===== src/rtl/chol_inv_sqrt.sv =====
// Iterative reciprocal square root for unsigned Q16.16 operands: normalise, LUT seed,
// Newton-Raphson refinement in Q2.30 on one shared multiplier, then denormalise to Q16.16.
module chol_inv_sqrt #(
  parameter int ITER     = 3,
  parameter int LUT_BITS = 4
) (
  input  logic        clk,
  input  logic        rst,
  input  logic        clken,
  input  logic        data_valid,
  input  logic [31:0] data,
  output logic [31:0] out,
  output logic        out_valid
);

  localparam logic [2:0] S_IDLE   = 3'd0;
  localparam logic [2:0] S_NORM   = 3'd1;
  localparam logic [2:0] S_SEED   = 3'd2;
  localparam logic [2:0] S_ITER   = 3'd3;
  localparam logic [2:0] S_DENORM = 3'd4;
  localparam logic [2:0] S_DONE   = 3'd5;

  localparam int LUT_N = 1 << (LUT_BITS + 1);
  localparam int PW    = (ITER > 1) ? $clog2(ITER) : 1;
  localparam logic [PW-1:0] LAST_PASS = PW'(ITER - 1);
  localparam logic [31:0]   THREE_Q30 = 32'hC000_0000;

  // Seed = 1/sqrt of the interval midpoint, found by bisection at elaboration time.
  // Index MSB selects m in [2,4) versus [1,2); the low bits are mantissa bits below the leading one.
  function automatic logic [31:0] seed_calc(input int idx);
    logic [127:0] mm;
    logic [127:0] target;
    logic [31:0]  y;
    logic [31:0]  trial;
    int           par;
    int           frac;
    par    = (idx >> LUT_BITS) & 1;
    frac   = idx & ((1 << LUT_BITS) - 1);
    mm     = 128'((1 << (LUT_BITS + 1)) + 2 * frac + 1);
    if (par != 0) mm = mm << 1;
    target = 128'(1) << (61 + LUT_BITS);
    y      = 32'd0;
    for (int b = 31; b >= 0; b--) begin
      trial = y | (32'd1 << b);
      if (128'(trial) * 128'(trial) * mm <= target) y = trial;
    end
    return y;
  endfunction

  function automatic logic [31:0] round_sat(input logic [31:0] val, input logic [4:0] sh);
    logic [32:0] acc;
    acc = ({1'b0, val} + (33'd1 << (sh - 5'd1))) >> sh;
    return acc[32] ? 32'hFFFF_FFFF : acc[31:0];
  endfunction

  logic [2:0]        state;
  logic [1:0]        sub;
  logic [PW-1:0]     pass;
  logic [31:0]       x_reg;
  logic [31:0]       m_reg;
  logic [31:0]       y_reg;
  logic [31:0]       t_reg;
  logic [LUT_BITS:0] idx_reg;
  logic [4:0]        sh_reg;
  logic              zero_reg;
  logic [31:0]       res_reg;

  logic [31:0]       lut [LUT_N];
  logic [4:0]        lead;
  logic [31:0]       norm;
  logic [31:0]       mul_a;
  logic [31:0]       mul_b;
  logic [63:0]       prod;
  logic              prod_unused;

  for (genvar i = 0; i < LUT_N; i++) begin : g_lut
    assign lut[i] = seed_calc(i);
  end

  always_comb begin
    lead = 5'd0;
    for (int i = 0; i < 32; i++) begin
      if (x_reg[i]) lead = 5'(i);
    end
  end

  // Leading one lands on bit 31; an even position is shifted down once so the exponent stays even.
  assign norm = x_reg << (5'd31 - lead);

  always_comb begin
    mul_a = y_reg;
    mul_b = y_reg;
    case (sub)
      2'd1: begin
        mul_a = m_reg;
        mul_b = t_reg;
      end
      2'd2: begin
        mul_a = y_reg;
        mul_b = THREE_Q30 - t_reg;
      end
      default: ;
    endcase
  end

  assign prod        = {32'd0, mul_a} * {32'd0, mul_b};
  assign prod_unused = ^{prod[63], prod[29:0]};

  always_ff @(posedge clk) begin
    if (!rst) begin
      state     <= S_IDLE;
      sub       <= 2'd0;
      pass      <= '0;
      out       <= 32'd0;
      out_valid <= 1'b0;
    end else if (clken) begin
      out_valid <= 1'b0;
      case (state)
        S_IDLE:   if (data_valid) state <= S_NORM;
        S_NORM:   state <= S_SEED;
        S_SEED: begin
          state <= S_ITER;
          sub   <= 2'd0;
          pass  <= '0;
        end
        S_ITER: begin
          if (sub == 2'd2) begin
            sub <= 2'd0;
            if (pass == LAST_PASS) state <= S_DENORM;
            else                   pass  <= pass + 1'b1;
          end else begin
            sub <= sub + 2'd1;
          end
        end
        S_DENORM: state <= S_DONE;
        S_DONE: begin
          out       <= res_reg;
          out_valid <= 1'b1;
          state     <= S_IDLE;
        end
        default:  state <= S_IDLE;
      endcase
    end
  end

  // Datapath: no reset needed, every value is rewritten before it is consumed.
  always_ff @(posedge clk) begin
    if (clken) begin
      case (state)
        S_IDLE: if (data_valid) x_reg <= data;
        S_NORM: begin
          m_reg    <= lead[0] ? norm : (norm >> 1);
          idx_reg  <= {lead[0], norm[30 -: LUT_BITS]};
          sh_reg   <= 5'd6 + {1'b0, lead[4:1]};
          zero_reg <= (x_reg == 32'd0);
        end
        S_SEED: y_reg <= lut[idx_reg];
        S_ITER: begin
          case (sub)
            2'd0, 2'd1: t_reg <= prod[61:30];
            2'd2:       y_reg <= prod[62:31];
            default: ;
          endcase
        end
        S_DENORM: res_reg <= zero_reg ? 32'hFFFF_FFFF : round_sat(y_reg, sh_reg);
        default: ;
      endcase
    end
  end

endmodule


===== config.mk =====
export PLATFORM = sky130hd
export DESIGN_NAME = chol_inv_sqrt
export DESIGN_NICKNAME = d
export VERILOG_FILES = /design/src/rtl/chol_inv_sqrt.sv
export SDC_FILE = /design/constraint.sdc
export NUM_CORES = 2
export LEC_CHECK = 0
export BUFFER_PORTS_ARGS = -buffer_cell sky130_fd_sc_hd__buf_2
export CELL_PAD_IN_SITES_DETAIL_PLACEMENT = 1
export CELL_PAD_IN_SITES_GLOBAL_PLACEMENT = 1
export CORE_MARGIN = 3
export CORE_UTILIZATION = 35
export CTS_CLUSTER_SIZE = 30
export DETAILED_ROUTE_END_ITERATION = 16
export MAX_ROUTING_LAYER = met4
export PLACE_DENSITY_LB_ADDON = 0.1
export SLEW_MARGIN = 15
export SYNTH_ARGS = -nofsm -noshare
export SYNTH_HDL_FRONTEND = slang
export SYNTH_SLANG_ARGS = --single-unit
export TNS_END_PERCENT = 5

===== constraint.sdc =====
create_clock -name clk -period 8.9 [get_ports clk]
set_input_delay 0.445 -clock clk [delete_from_list [all_inputs] [get_ports clk]]
set_output_delay 0.445 -clock clk [all_outputs]
set_load 0.02 [all_outputs]

==> impl_metrics.toml <==
[final_layout]
multi_input_area_um2 = 38600
drive_above_1_share_pct = 16.4
finalInstanceArea_um2 = 56900
fillers = 15861
utilization_pct = 41.8
syn2layout_area_growth_pct = 17.7
final_nets = 7233
ff_latch_area_um2 = 5940

[floorplan]
core_um2 = 136000
start_util_pct = 35.5
die-area_um2 = 143000
io_pins = 69
die_w_um = 378
rows = 135
die_height_um = 378

[global_routing]
antenna_found_initial = 5
overflow = 0
grt_max_degree = 65
grt_pass1_vias = 45491
grt_pass1_wl_mm = 305
track_usage_pct = 29.8

[logic_synthesis]
syn_inst = 5620
netlist_area_um2 = 48400
netlist-cell-type-count = 95
muxShareOfSynthArea_pct = 4.39
synth_compound_area_share_pct = 11.3
async_reset_ff_share_pct = 0
synth_top_family_by_area = "adder cells"
synth-edff-count = 171
seq_area_frac_synth_pct = 12.3
synthXorXnorAreaFrac_pct = 1.20
synth_warnings = 0
ys_ff_latch = 211
syn-num-nets = 6852
syn_avg_cell_area_um2 = 8.61
synth_simple_gate_area_share_pct = 15.9
synthAdderAreaFrac_pct = 44.8
synth-main-ff-cell = "edfxtp_1"

[setup_path]
crit_buf_inv = 8
path_delay_family = "adder cells"
worstSetupPathType = "reg -> reg"
crit_top_cell = "fa_1"
critical_path_arrival_ps = 9980
required_ps = 9220
cpMaxStageDelayCell = "or4b_4"
cp_slowest_stage_delay_ps = 550
crit_path_end_kind = "flip-flop"
cp-start-kind = "flip-flop"
crit_fanout = 4

[timing]
fmax_mhz = 104
finalHoldViolCount = 0
fin_setup_tns_ps = -29160
worst_pin_slew_ps = 1100
rsz0062_at_grt = "yes"
setup_viol = 60
setup_slack_ps = -758
drv_slew = 0
fin_skew_ps = 27.0
maxSlewHeadroom_pct = 26.5
finalCritPeriodShare_pct = 109
min_period_ps = 9660

[place]
pre_cts_slack_ps = -1200
numPortBuffers = 68
placed_area_um2 = 55200
gp_congestion = 0.959
post-dp-hpwl_mm = 170

[status]
failed_checks = "negative setup slack"
outcome = "finished, violations left"

[detailed_routing]
routed_via_density = 5.43
vias = 42397
wl_mm = 205
dr.pass1.iters = 5
drc = 0
drtIter0Drc = 3062
ant_nets = 0
wl_per_cell_um = 26.2

[clock_network]
clk_latency_ps = 580
cts_tree = "yes"
clkSlewWorstSetupHoldPaths_ps = 70
hold_buffers = 0
htreeDepth = 1
cts_sinks = 211
root_buffer = "clkbuf_16"
cts_buffers = 23
clock_path_buffers = 3

[flow_run]
cap_violations = 0

[worst_hold_path]
hp-class = "in -> reg"
==> metrics by stage <==
step                instances  hold WS (ps)
floorplan                5620           465
global placement         7731           441
detailed placement       7731           446
CTS                      7795          15.6
global route             7800          25.8
finish                   7802          45.5
==> synth_stat cells (18+ instances only) <==
cell type,number,area (µm²)
inv_1,973,3650
fa_1,895,17900
nand2_1,845,3170
nor2_1,661,2480
ha_1,301,3770
clkbuf_1,262,983
a21oi_1,227,1140
edfxtp_1,171,5130
o21ai_0,155,776
mux2i_1,109,1090
mux2_2,72,811
nand3_1,64,320
a21o_1,63,473
o211ai_1,48,360
nor3_1,47,235
a211oi_1,46,345
dfxtp_1,40,801
xnor2_1,38,333
and3_1,33,206
buf_1,29,109
nand4_1,29,181
a31oi_1,28,175
and2_1,28,175
xor2_1,28,245
nand2b_1,27,169
nor2b_1,24,150
nor4_1,23,144
o21a_1,23,173
o31ai_1,21,158
or3_1,19,119
o22ai_1,18,113
==> worst reg2reg max path, delay by kind of cell (launching register included) <==
family	cells	cell delay (ps)
AO/OA/AOI/OAI	9	1440
XOR/XNOR	1	160
adder cells (fa/ha/maj)	9	4280
buffers and inverters	8	870
flip-flops	1	420
multiplexers	1	160
AND/OR/NAND/NOR	8	2090
==> what timing repair did <==
| action | 4_1_cts | 5_1_grt |
|---|---|---|
| gates cloned | 0 | 0 |
| setup endpoints to repair | 64 | 64 |
| pin swaps | 46 | 21 |
| gates resized for setup | 120 | 38 |
| endpoints found under the hold margin | 0 | 0 |
| setup buffers | 26 | 3 |
==> cell type report <==
type                    instances  area share, %
inverters                     980           6.46
clock buffers                  29           1.05
clock inverters                12          0.189
well taps                    1781           3.91
repair buffers                667           10.1
flip-flops and latches        211           10.4
diodes                          4         0.0176
multi-input cells            4118           67.8
==> routing by layer <==
metal / up-vias / routed length, µm / track usage, % / part of all wire [%]
met5: - / 0 / - / 0
met4: 0 / 6810 / 7.77 / 3.3
met3: 233 / 10100 / 2.60 / 4.9
met2: 1110 / 97800 / 48.5 / 48
met1: 22336 / 89900 / 40.0 / 44
li1: 18718 / - / - / -
==> placed cells by master (no fill, tap or decap), types with 66 or more instances in the layout <==
master	synthesis	final
mux2i_1	109	82
mux2_2	72	66
inv_1	973	968
o21ai_0	155	139
buf_12	0	71
fa_1	895	890
nor2_1	661	650
ha_1	301	288
buf_2	17	68
buf_4	2	518
edfxtp_1	171	171
nand2_1	845	843
a21oi_1	227	210
==> path summary, 6_finish.rpt <==
kind / from / endpoint / slack (ps) / depth (start not counted)
max: t_reg[1] / y_reg[21] / -760 / 36
min: data[13] / x_reg[13] / 50 / 1
max reg2reg: t_reg[1] / y_reg[21] / -760 / 36
min reg2reg: out[24] / out[24] / 450 / 2
==> kinds of logic (layout without fill, tap and decap cells) <==
group,count (synthesis),in the layout
simple gates,1842,1842
buf+inv,1291,1688
fa+ha+maj,1196,1196
compound gates,821,821
flops,211,211
mux,193,193
xor+xnor,66,66
other cells,0,4
Power is left out: the tool's default activity adds up to more than one toggle a clock period on the data nets, which glitch-free logic cannot reach.
